--- src/rtl/csa_accumulator_tree_pkg.sv ---
// csa_pkg: shared types and helpers for the carry-save accumulator tree.
//   num_levels()   number of registered 4:2 levels needed to reduce N operands to a pair
//   acc_state_e    accumulate-stage state (first beat of a group / accumulating)
//   csa_pair_t     redundant sum/carry pair at the default result width
//   csa_sideband_t per-stage valid/last tag travelling with the data
package csa_pkg;

  localparam int CSA_OUTPUT_WIDTH = 20;

  typedef enum logic [0:0] {
    ACC_FIRST = 1'b0,
    ACC_ACCUM = 1'b1
  } acc_state_e;

  typedef struct packed {
    logic [CSA_OUTPUT_WIDTH-1:0] sum;
    logic [CSA_OUTPUT_WIDTH-1:0] carry;
  } csa_pair_t;

  typedef struct packed {
    logic valid;
    logic last;
  } csa_sideband_t;

  // Each 4:2 level halves the operand count; stop once two vectors remain.
  function automatic int num_levels(input int num_inputs);
    return $clog2(num_inputs) - 1;
  endfunction

endpackage

--- src/rtl/csa_accumulator_tree_if.sv ---
// csa_accumulator_tree_if: beat input and result output handshake bundle.
//   in_valid/in_ready/in_data/in_signed/in_last : operand beats toward the tree
//   out_valid/out_ready/out_result/out_beats    : resolved group results
//   master: producer/consumer side (bench), slave: the accumulator tree
interface csa_accumulator_tree_if #(
  parameter int NUM_INPUTS   = 8,
  parameter int INPUT_WIDTH  = 14,
  parameter int OUTPUT_WIDTH = 20,
  parameter int COUNT_WIDTH  = 8
);
  import csa_pkg::*;

  logic                                   in_valid;
  logic                                   in_ready;
  logic [NUM_INPUTS-1:0][INPUT_WIDTH-1:0] in_data;
  logic                                   in_signed;
  logic                                   in_last;
  logic                                   out_valid;
  logic                                   out_ready;
  logic [OUTPUT_WIDTH-1:0]                out_result;
  logic [COUNT_WIDTH-1:0]                 out_beats;

  modport master (
    output in_valid, in_data, in_signed, in_last, out_ready,
    input  in_ready, out_valid, out_result, out_beats
  );

  modport slave (
    input  in_valid, in_data, in_signed, in_last, out_ready,
    output in_ready, out_valid, out_result, out_beats
  );

endinterface

--- src/rtl/csa_accumulator_tree_compressor_4_2_row.sv ---
// compressor_4_2_row: a row of 4:2 compressor bit cells built from two full adders.
//   a, b, c, d : four WIDTH-bit addends
//   sum        : bitwise sum vector
//   carry      : carry vector, already shifted left by one (bit 0 is zero)
// sum + carry == a + b + c + d modulo 2^WIDTH. The first full adder's carry
// (cout) ripples exactly one position into the next cell's second full adder.
module compressor_4_2_row
  import csa_pkg::*;
#(
  parameter int WIDTH = 20
) (
  input  logic [WIDTH-1:0] a,
  input  logic [WIDTH-1:0] b,
  input  logic [WIDTH-1:0] c,
  input  logic [WIDTH-1:0] d,
  output logic [WIDTH-1:0] sum,
  output logic [WIDTH-1:0] carry
);

  logic [WIDTH-1:0] s1;
  logic [WIDTH-1:0] cin;
  logic [WIDTH-2:0] cout;
  logic [WIDTH-2:0] cy;

  // Two full-adder layers; the top cell's carries fall off (modulo arithmetic).
  always_comb begin
    s1    = a ^ b ^ c;
    cout  = (a[WIDTH-2:0] & b[WIDTH-2:0]) | (a[WIDTH-2:0] & c[WIDTH-2:0]) |
            (b[WIDTH-2:0] & c[WIDTH-2:0]);
    cin   = {cout, 1'b0};
    sum   = s1 ^ d ^ cin;
    cy    = (s1[WIDTH-2:0] & d[WIDTH-2:0]) | (s1[WIDTH-2:0] & cin[WIDTH-2:0]) |
            (d[WIDTH-2:0] & cin[WIDTH-2:0]);
    carry = {cy, 1'b0};
  end

endmodule

--- src/rtl/csa_accumulator_tree.sv ---
// csa_accumulator_tree: pipelined carry-save reduction of NUM_INPUTS operands per
// beat, carry-save accumulation across a group of beats, and a final resolve add.
//   clk   : clock
//   rst_n : synchronous active-low reset
//   bus   : slave side of csa_accumulator_tree_if (beats in, results out)
// Pipeline: input register -> L registered 4:2 levels -> accumulator -> resolve.
// The whole pipeline freezes while a result is held un-accepted downstream.
module csa_accumulator_tree
  import csa_pkg::*;
#(
  parameter int NUM_INPUTS   = 8,
  parameter int INPUT_WIDTH  = 14,
  parameter int OUTPUT_WIDTH = 20,
  parameter int COUNT_WIDTH  = 8
) (
  input logic                  clk,
  input logic                  rst_n,
  csa_accumulator_tree_if.slave bus
);

  localparam int L   = num_levels(NUM_INPUTS);
  localparam int EXT = OUTPUT_WIDTH - INPUT_WIDTH;
  localparam logic [COUNT_WIDTH-1:0] COUNT_ONE = {{(COUNT_WIDTH-1){1'b0}}, 1'b1};

  logic stall;
  assign stall        = bus.out_valid && !bus.out_ready;
  assign bus.in_ready = !stall;

  logic [NUM_INPUTS-1:0][OUTPUT_WIDTH-1:0] ext_s;
  logic [NUM_INPUTS-1:0][OUTPUT_WIDTH-1:0] in_q;
  csa_sideband_t                           in_sb_q;

  // Zero- or sign-extend every operand of the incoming beat.
  always_comb begin
    ext_s = '0;
    for (int i = 0; i < NUM_INPUTS; i++) begin
      if (bus.in_signed) begin
        ext_s[i] = {{EXT{bus.in_data[i][INPUT_WIDTH-1]}}, bus.in_data[i]};
      end else begin
        ext_s[i] = {{EXT{1'b0}}, bus.in_data[i]};
      end
    end
  end

  // Input register; payload only loads on a valid beat.
  always_ff @(posedge clk) begin
    if (!rst_n) begin
      in_sb_q <= '0;
    end else if (!stall) begin
      in_sb_q.valid <= bus.in_valid;
      in_sb_q.last  <= bus.in_valid && bus.in_last;
      if (bus.in_valid) begin
        in_q <= ext_s;
      end
    end
  end

  generate
    for (genvar k = 0; k < L; k++) begin : g_lvl
      localparam int NI = NUM_INPUTS >> k;
      localparam int NO = NI / 2;

      logic [NI-1:0][OUTPUT_WIDTH-1:0] opnd;
      logic [NO-1:0][OUTPUT_WIDTH-1:0] row_s;
      logic [NO-1:0][OUTPUT_WIDTH-1:0] q;
      csa_sideband_t                   sb_in;
      csa_sideband_t                   sb_q;

      if (k == 0) begin : g_src
        assign opnd  = in_q;
        assign sb_in = in_sb_q;
      end else begin : g_src
        assign opnd  = g_lvl[k-1].q;
        assign sb_in = g_lvl[k-1].sb_q;
      end

      for (genvar j = 0; j < NI / 4; j++) begin : g_row
        compressor_4_2_row #(.WIDTH(OUTPUT_WIDTH)) u_row (
          .a     (opnd[4*j]),
          .b     (opnd[4*j+1]),
          .c     (opnd[4*j+2]),
          .d     (opnd[4*j+3]),
          .sum   (row_s[2*j]),
          .carry (row_s[2*j+1])
        );
      end

      // Level register carrying the reduced vectors plus valid/last.
      always_ff @(posedge clk) begin
        if (!rst_n) begin
          sb_q <= '0;
        end else if (!stall) begin
          sb_q <= sb_in;
          if (sb_in.valid) begin
            q <= row_s;
          end
        end
      end
    end
  endgenerate

  logic [1:0][OUTPUT_WIDTH-1:0] tree_q;
  csa_sideband_t                tree_sb;
  assign tree_q  = g_lvl[L-1].q;
  assign tree_sb = g_lvl[L-1].sb_q;

  acc_state_e              state;
  logic [OUTPUT_WIDTH-1:0] acc_sum;
  logic [OUTPUT_WIDTH-1:0] acc_carry;
  logic [OUTPUT_WIDTH-1:0] nxt_sum;
  logic [OUTPUT_WIDTH-1:0] nxt_carry;
  logic [COUNT_WIDTH-1:0]  count;
  logic                    acc_done;

  compressor_4_2_row #(.WIDTH(OUTPUT_WIDTH)) u_acc_row (
    .a     (tree_q[0]),
    .b     (tree_q[1]),
    .c     (acc_sum),
    .d     (acc_carry),
    .sum   (nxt_sum),
    .carry (nxt_carry)
  );

  // Accumulate FSM: the first beat of a group overwrites the accumulator so
  // no residue from the previous group survives.
  always_ff @(posedge clk) begin
    if (!rst_n) begin
      state     <= ACC_FIRST;
      acc_sum   <= '0;
      acc_carry <= '0;
      count     <= '0;
      acc_done  <= 1'b0;
    end else if (!stall) begin
      acc_done <= tree_sb.valid && tree_sb.last;
      if (tree_sb.valid) begin
        case (state)
          ACC_FIRST: begin
            acc_sum   <= tree_q[0];
            acc_carry <= tree_q[1];
            count     <= COUNT_ONE;
            state     <= tree_sb.last ? ACC_FIRST : ACC_ACCUM;
          end
          ACC_ACCUM: begin
            acc_sum   <= nxt_sum;
            acc_carry <= nxt_carry;
            if (count != {COUNT_WIDTH{1'b1}}) begin
              count <= count + COUNT_ONE;
            end
            state <= tree_sb.last ? ACC_FIRST : ACC_ACCUM;
          end
          default: begin
            state <= ACC_FIRST;
          end
        endcase
      end
    end
  end

  // Resolve stage: carry-propagate add of the completed group.
  always_ff @(posedge clk) begin
    if (!rst_n) begin
      bus.out_valid  <= 1'b0;
      bus.out_result <= '0;
      bus.out_beats  <= '0;
    end else if (!stall) begin
      bus.out_valid <= acc_done;
      if (acc_done) begin
        bus.out_result <= acc_sum + acc_carry;
        bus.out_beats  <= count;
      end
    end
  end

endmodule

--- src/flat_wrapper.sv ---
// flat-port wrapper written by rule: the top's interface ports become plain ports
module csa_accumulator_tree_flat import csa_pkg::*;
#(
  parameter int NUM_INPUTS   = 8,
  parameter int INPUT_WIDTH  = 14,
  parameter int OUTPUT_WIDTH = 20,
  parameter int COUNT_WIDTH  = 8
)
  (clk, rst_n, bus_in_valid, bus_in_data, bus_in_signed, bus_in_last, bus_out_ready, bus_in_ready, bus_out_valid, bus_out_result, bus_out_beats);
  csa_accumulator_tree_if #(.NUM_INPUTS(NUM_INPUTS), .INPUT_WIDTH(INPUT_WIDTH), .OUTPUT_WIDTH(OUTPUT_WIDTH), .COUNT_WIDTH(COUNT_WIDTH)) bus_i ();
  input logic clk;
  input logic rst_n;
  input wire logic [$bits(bus_i.in_valid)-1:0] bus_in_valid;
  input wire logic [$bits(bus_i.in_data)-1:0] bus_in_data;
  input wire logic [$bits(bus_i.in_signed)-1:0] bus_in_signed;
  input wire logic [$bits(bus_i.in_last)-1:0] bus_in_last;
  input wire logic [$bits(bus_i.out_ready)-1:0] bus_out_ready;
  output wire logic [$bits(bus_i.in_ready)-1:0] bus_in_ready;
  output wire logic [$bits(bus_i.out_valid)-1:0] bus_out_valid;
  output wire logic [$bits(bus_i.out_result)-1:0] bus_out_result;
  output wire logic [$bits(bus_i.out_beats)-1:0] bus_out_beats;
  assign bus_i.in_valid = bus_in_valid;
  assign bus_i.in_data = bus_in_data;
  assign bus_i.in_signed = bus_in_signed;
  assign bus_i.in_last = bus_in_last;
  assign bus_i.out_ready = bus_out_ready;
  assign bus_in_ready = bus_i.in_ready;
  assign bus_out_valid = bus_i.out_valid;
  assign bus_out_result = bus_i.out_result;
  assign bus_out_beats = bus_i.out_beats;
  csa_accumulator_tree #(.NUM_INPUTS(NUM_INPUTS), .INPUT_WIDTH(INPUT_WIDTH), .OUTPUT_WIDTH(OUTPUT_WIDTH), .COUNT_WIDTH(COUNT_WIDTH)) u_core (.clk(clk), .rst_n(rst_n), .bus(bus_i));
endmodule
--- config.mk ---
export PLATFORM = sky130hd
export DESIGN_NAME = csa_accumulator_tree_flat
export DESIGN_NICKNAME = d
export VERILOG_FILES = /design/src/rtl/csa_accumulator_tree_pkg.sv /design/src/rtl/csa_accumulator_tree_if.sv /design/src/rtl/csa_accumulator_tree_compressor_4_2_row.sv /design/src/rtl/csa_accumulator_tree.sv /design/src/flat_wrapper.sv
export SDC_FILE = /design/constraint.sdc
export NUM_CORES = 1
export LEC_CHECK = 0
export CORE_MARGIN = 5
export CORE_UTILIZATION = 45
export DETAILED_ROUTE_END_ITERATION = 8
export DONT_BUFFER_PORTS = 1
export GPL_TIMING_DRIVEN = 0
export PLACE_DENSITY = 0.6
export SETUP_SLACK_MARGIN = 0.05
export SYNTH_ARGS = -nofsm -noshare
export SYNTH_HDL_FRONTEND = slang
export SYNTH_SLANG_ARGS = --single-unit
--- constraint.sdc ---
create_clock -name clk -period 7.8 [get_ports clk]
set_input_delay 1.56 -clock clk [delete_from_list [all_inputs] [get_ports clk]]
set_output_delay 1.56 -clock clk [all_outputs]
set_load 0.02 [all_outputs]
Word level (Yosys, flattened, before mapping) --
Index checks and enable logic that the tools add are counted. W data, S select, Z words.
Operators by class: $add $sub $neg 2, multipliers 0, div/mod/pow operators 0, order comparisons 0, equal/unequal tests 2, shift operators 0, mux-type cells 5, bitwise operators 58, reduce and logical (&&, ||, !) cells 11
Operator list (count):
- $and A19 B19 Y19 | 24
- $xor A20 B20 Y20 | 16
- $or A19 B19 Y19 | 16
- $pmux W20 S2 | 2
- $add A20 B20 Y20 | 1
- $pmux W8 S2 | 1
- $reduce_and A3 Y1 | 4
- $add A8 B1 Y8 const B | 1
- $mux W8 | 1
- $ne A8 B8 Y1 const B | 1
- $reduce_and A2 Y1 | 2
- $logic_and A1 B1 Y1 | 3
- $logic_not A1 Y1 | 2
- $ne A2 B2 Y1 const B | 1
- $not A1 Y1 | 2
- $mux W1 | 1
Word-level totals: register bits 322, latch bits 0, bits in writable memories 0, ROM bits 0, bits of input ports 118, output and inout port bits 30, logic and storage cells 114, memories 0

Depth between registers and ports, before layout --
depth in word-level cells 7, mapped depth 9, mapped depth without buffers 9

Hierarchy --
Synthesis repeated with hierarchy kept, for this count alone.
Unflattened totals: cells, all modules 922, area total of the unflattened synthesis 14940.6 um2
Modules (own cells, without submodules):
- csa_accumulator_tree | times used 1, cells an instance 750, area an instance 11722.5 um2, sequential area each 8908.5 um2
- compressor_4_2_row | times used 4, cells an instance 43, area an instance 804.5 um2, sequential area each 0.0 um2

Worst setup path before layout --
Ideal clock, no wire load.
path kind input -> register, start input port bus_out_ready, end register u_core.in_q, in the netlist u_core.g_lvl[0].opnd[0] (enable), library setup time 494 ps, arrival time 5103 ps, required time 7306 ps, setup slack 2202 ps, stages 5, path buffers 2, cells stage by stage nor2b_1 > buf_2 > inv_2 > clkbuf_1 > and3_1
On the way: longest elaborated chain between the ends 4
Ends and longest elaborated chain:
- from (decl) | RTL line flat_wrapper.sv:17 | input wire logic [$bits(bus_i.out_ready)-1:0] bus_out_ready;
- $logic_not A1 Y1 | RTL line csa_accumulator_tree.sv:26 | assign stall = bus.out_valid && !bus.out_ready;
- $logic_and A1 B1 Y1 | RTL line csa_accumulator_tree.sv:26
- $not A1 Y1 (no line)
- $reduce_and A3 Y1 (no line)
- to (signal assigned) | RTL line csa_accumulator_tree.sv:53 | in_q <= ext_s;
- to (decl) | RTL line csa_accumulator_tree.sv:30 | logic [NUM_INPUTS-1:0][OUTPUT_WIDTH-1:0] in_q;
No other way between the ends. A chain may end at the register's enable or synchronous reset.

Worst setup path after layout --
start input port bus_out_ready, end output port bus_in_ready
On the way: longest elaborated chain between the ends 3
Ends and longest elaborated chain:
- $logic_not A1 Y1 | RTL line csa_accumulator_tree.sv:26
- $logic_and A1 B1 Y1 | RTL line csa_accumulator_tree.sv:26
- $logic_not A1 Y1 | RTL line csa_accumulator_tree.sv:27 | assign bus.in_ready = !stall;
- to (decl) | RTL line flat_wrapper.sv:18 | output wire logic [$bits(bus_i.in_ready)-1:0] bus_in_ready;
No other way between the ends.

==> run metrics <==
Max Buffers Root-to-Sink 3; Cell Pwr Density 239.2 nW/µm²; Reg clk slew, reported paths 0.05 ns; setup bufs post-CTS 0; die height 183.9 µm; area leader, netlist edfxtp_1; post-route insts no fill between 1,000 and 1,500; placed cells 1,245; Setup TNS Final 0 ns; syn nets roughly 1,100; die width about 180 µm; initial antenna violation count 0; # fillers 2,438; Main synth FF type edfxtp_1; Core Util, Final 51.32%; Via density 5.136; EDFF count, synth 219; Seq/Total Area, Yosys about three fifths; final WL roughly 23 mm; Yosys warning count 0; Distinct cells, synth 51; footprint of the multi-input gates 5219 µm²; Yosys top cell area share 48.32%; # resized after CTS 0; FP Rows 63; Max Slew Vio Count 0; crit path kind in2out; hold slack final 0.4597 ns; port buffer count 0; Worst EP required 6.24 ns; Setup crit end kind primary output; core area 29,720 µm²; Placer Congestion 0.8230; CP startpoint kind primary input; post-route minimum period between 3 and 4 ns; per-cell routed wire length 17.95 µm; RSZ-0062 raised after global routing no; share of layout cells above drive strength 1 7.961%; starting density of the core 45.80%; storage element area 8238 µm²; CP peak stage delay 0.47 ns; crit-path max FO 10; largest net degree at the start of global routing 65; post-route ant nets 0; #FFs+latches synth 302; max_cap viols 0; Hold WC Path Type reg2reg; status finished, final reports clean; I/O pins between 100 and 150; worst path cell trace nor2b_1 -> buf_2 -> inv_2 -> clkbuf_1; FMAX 0.2567 GHz; clock skew 0.008570 ns; Final setup viols 0; First-pass DRT Iterations 5; DRC violations left 0; hpwl dp ~17 mm; cts hold-fix bufs 0; Synth Cell Area 13,610 µm²; Area Overhead vs Synth 12.05%; via count 6,713; Root Buffer Master clkbuf_16; Syn Inst Count 854; Slew @ Worst Pin slightly above 0.9 ns; slowest stage cell, crit path clkbuf_1; clk_lat worst skew about 0.5 ns; dominant cell by count in the synthesized netlist edfxtp_1; total CTS buffers 35; Total GRT Usage 14.40%; Post-synth ARST share 0%; vias in the first global route ~7,300; die area approximately 34,000 µm²; leakage 5.716 nW; ant diodes 0; Syn Area/Cell 15.94 µm²; Buf/Inv on CP 3; H-Tree Depth 2; overall power 3.648 mW; Clock Sinks between 300 and 400; fin crit share 49.94%; VDD IR-drop max between 150 and 200 µV; most frequent cells after synthesis 219 x edfxtp_1, 128 x fa_1, 96 x nand2_1; crit path DAT 2.34 ns; delay-heaviest family, CP buffers and inverters; TritonCTS clock tree done; Initial DRC Count 383; Final Hold Viols 0; top cells by area, synth edfxtp_1 48%, fa_1 19%, dfxtp_1 12%; Max transition margin 39.61%; first-pass GRT wire length between 30 and 40 mm; nets@finish 1,163; total congestion overflow 0
[report_power, final]
| part | switching, mW | internal [mW] |
|---|---|---|
| registers | 0.0390 | 1.82 |
| clock network | 0.619 | 0.940 |
| logic | 0.126 | 0.100 |
| total | 0.784 | 2.86 |
[registers in the layout (all words and copies together), names as in the netlist, 4 cells and up]
name / cells
u_core.acc_sum: 20
u_core.bus.out_beats: 8
u_core.g_lvl.sb_q: 4
u_core.acc_carry: 18
u_core.g_lvl.opnd: 120
u_core.g_lvl.q: 99
u_core.bus.out_result: 20
u_core.count: 8
[worst min-delay path, stage by stage, from the launching register on]
cell and delay (ns):
dfxtp_1 0.31, nand2_1 0.05, a21boi_0 0.06
[path summary, 6_finish.rpt]
path                                          startpoint                  endpoint  slack, ns  cells past startpoint
worst max-delay path                       bus_out_ready              bus_in_ready       3.90                      4
worst min-delay path            u_core.g_lvl[0].sb_in[0]  u_core.g_lvl[0].sb_in[0]       0.46                      2
worst max register to register      u_core.bus.out_valid   u_core.g_lvl[0].opnd[1]       4.91                      6
worst min register to register  u_core.g_lvl[0].sb_in[0]  u_core.g_lvl[0].sb_in[0]       0.46                      2
[through the flow]
step | instance area (µm²) | setup slack (ns)
after floorplan | 13610 | 2.202
after global placement | 14100 | 0.7795
after detailed placement | 14140 | 3.815
after CTS | 15250 | 3.905
after global routing | 15250 | 3.787
final | 15250 | 3.904
[cell type report]
type | instances | share of cell area, %
Buffer | 31 | 0.8368
Clock buffer | 44 | 6.301
Clock inverter | 18 | 1.001
Inverter | 10 | 0.2461
Multi-Input combinational cell | 511 | 34.22
Sequential cell | 302 | 54.02
Tap cell | 390 | 3.200
Timing Repair Buffer | 1 | 0.1805
[placed cells by master (no fill, tap or decap), types with 6 or more instances in the layout]
cell type	instances
o21ai_1	12
a21boi_1	7
ha_1	25
nand4_1	7
inv_1	9
xor2_1	11
a21oi_1	20
and2_1	17
buf_2	9
o21ai_0	13
fa_1	128
mux2i_1	34
dfxtp_1	83
edfxtp_1	219
buf_1	7
xnor2_1	7
clkbuf_16	36
o211a_1	39
nand3_1	9
clkbuf_1	20
nor2_1	14
a21boi_0	12
clkinv_1	6
clkinv_2	6
nand2_1	96
[kinds of logic (layout without fill, tap and decap cells)]
logic type               after synthesis  in the layout  share of synthesized area, %
adder cells (fa/ha/maj)              153            153                         21.13
buffers and inverters                 41            104                         1.213
XOR/XNOR                              18             18                         1.158
multiplexers                          34             34                         2.500
AND/OR/NAND/NOR                      169            169                         5.746
AO/OA/AOI/OAI                        137            137                         7.731
flip-flops                           302            302                         60.53
[routing by layer]
| layer | wire length [µm] | vias up | global-route usage [%] | part of all wire, % |
|---|---|---|---|---|
| met5 | 0 | - | 0 | 0 |
| met3 | 1538 | 34 | 3.997 | 6.6 |
| li1 | - | 3192 | - | - |
| met4 | 408 | 0 | 3.461 | 1.7 |
| met2 | 11300 | 152 | 22.96 | 48 |
| met1 | 10210 | 3335 | 19.89 | 44 |
Power figures use the tool's default switching activity.
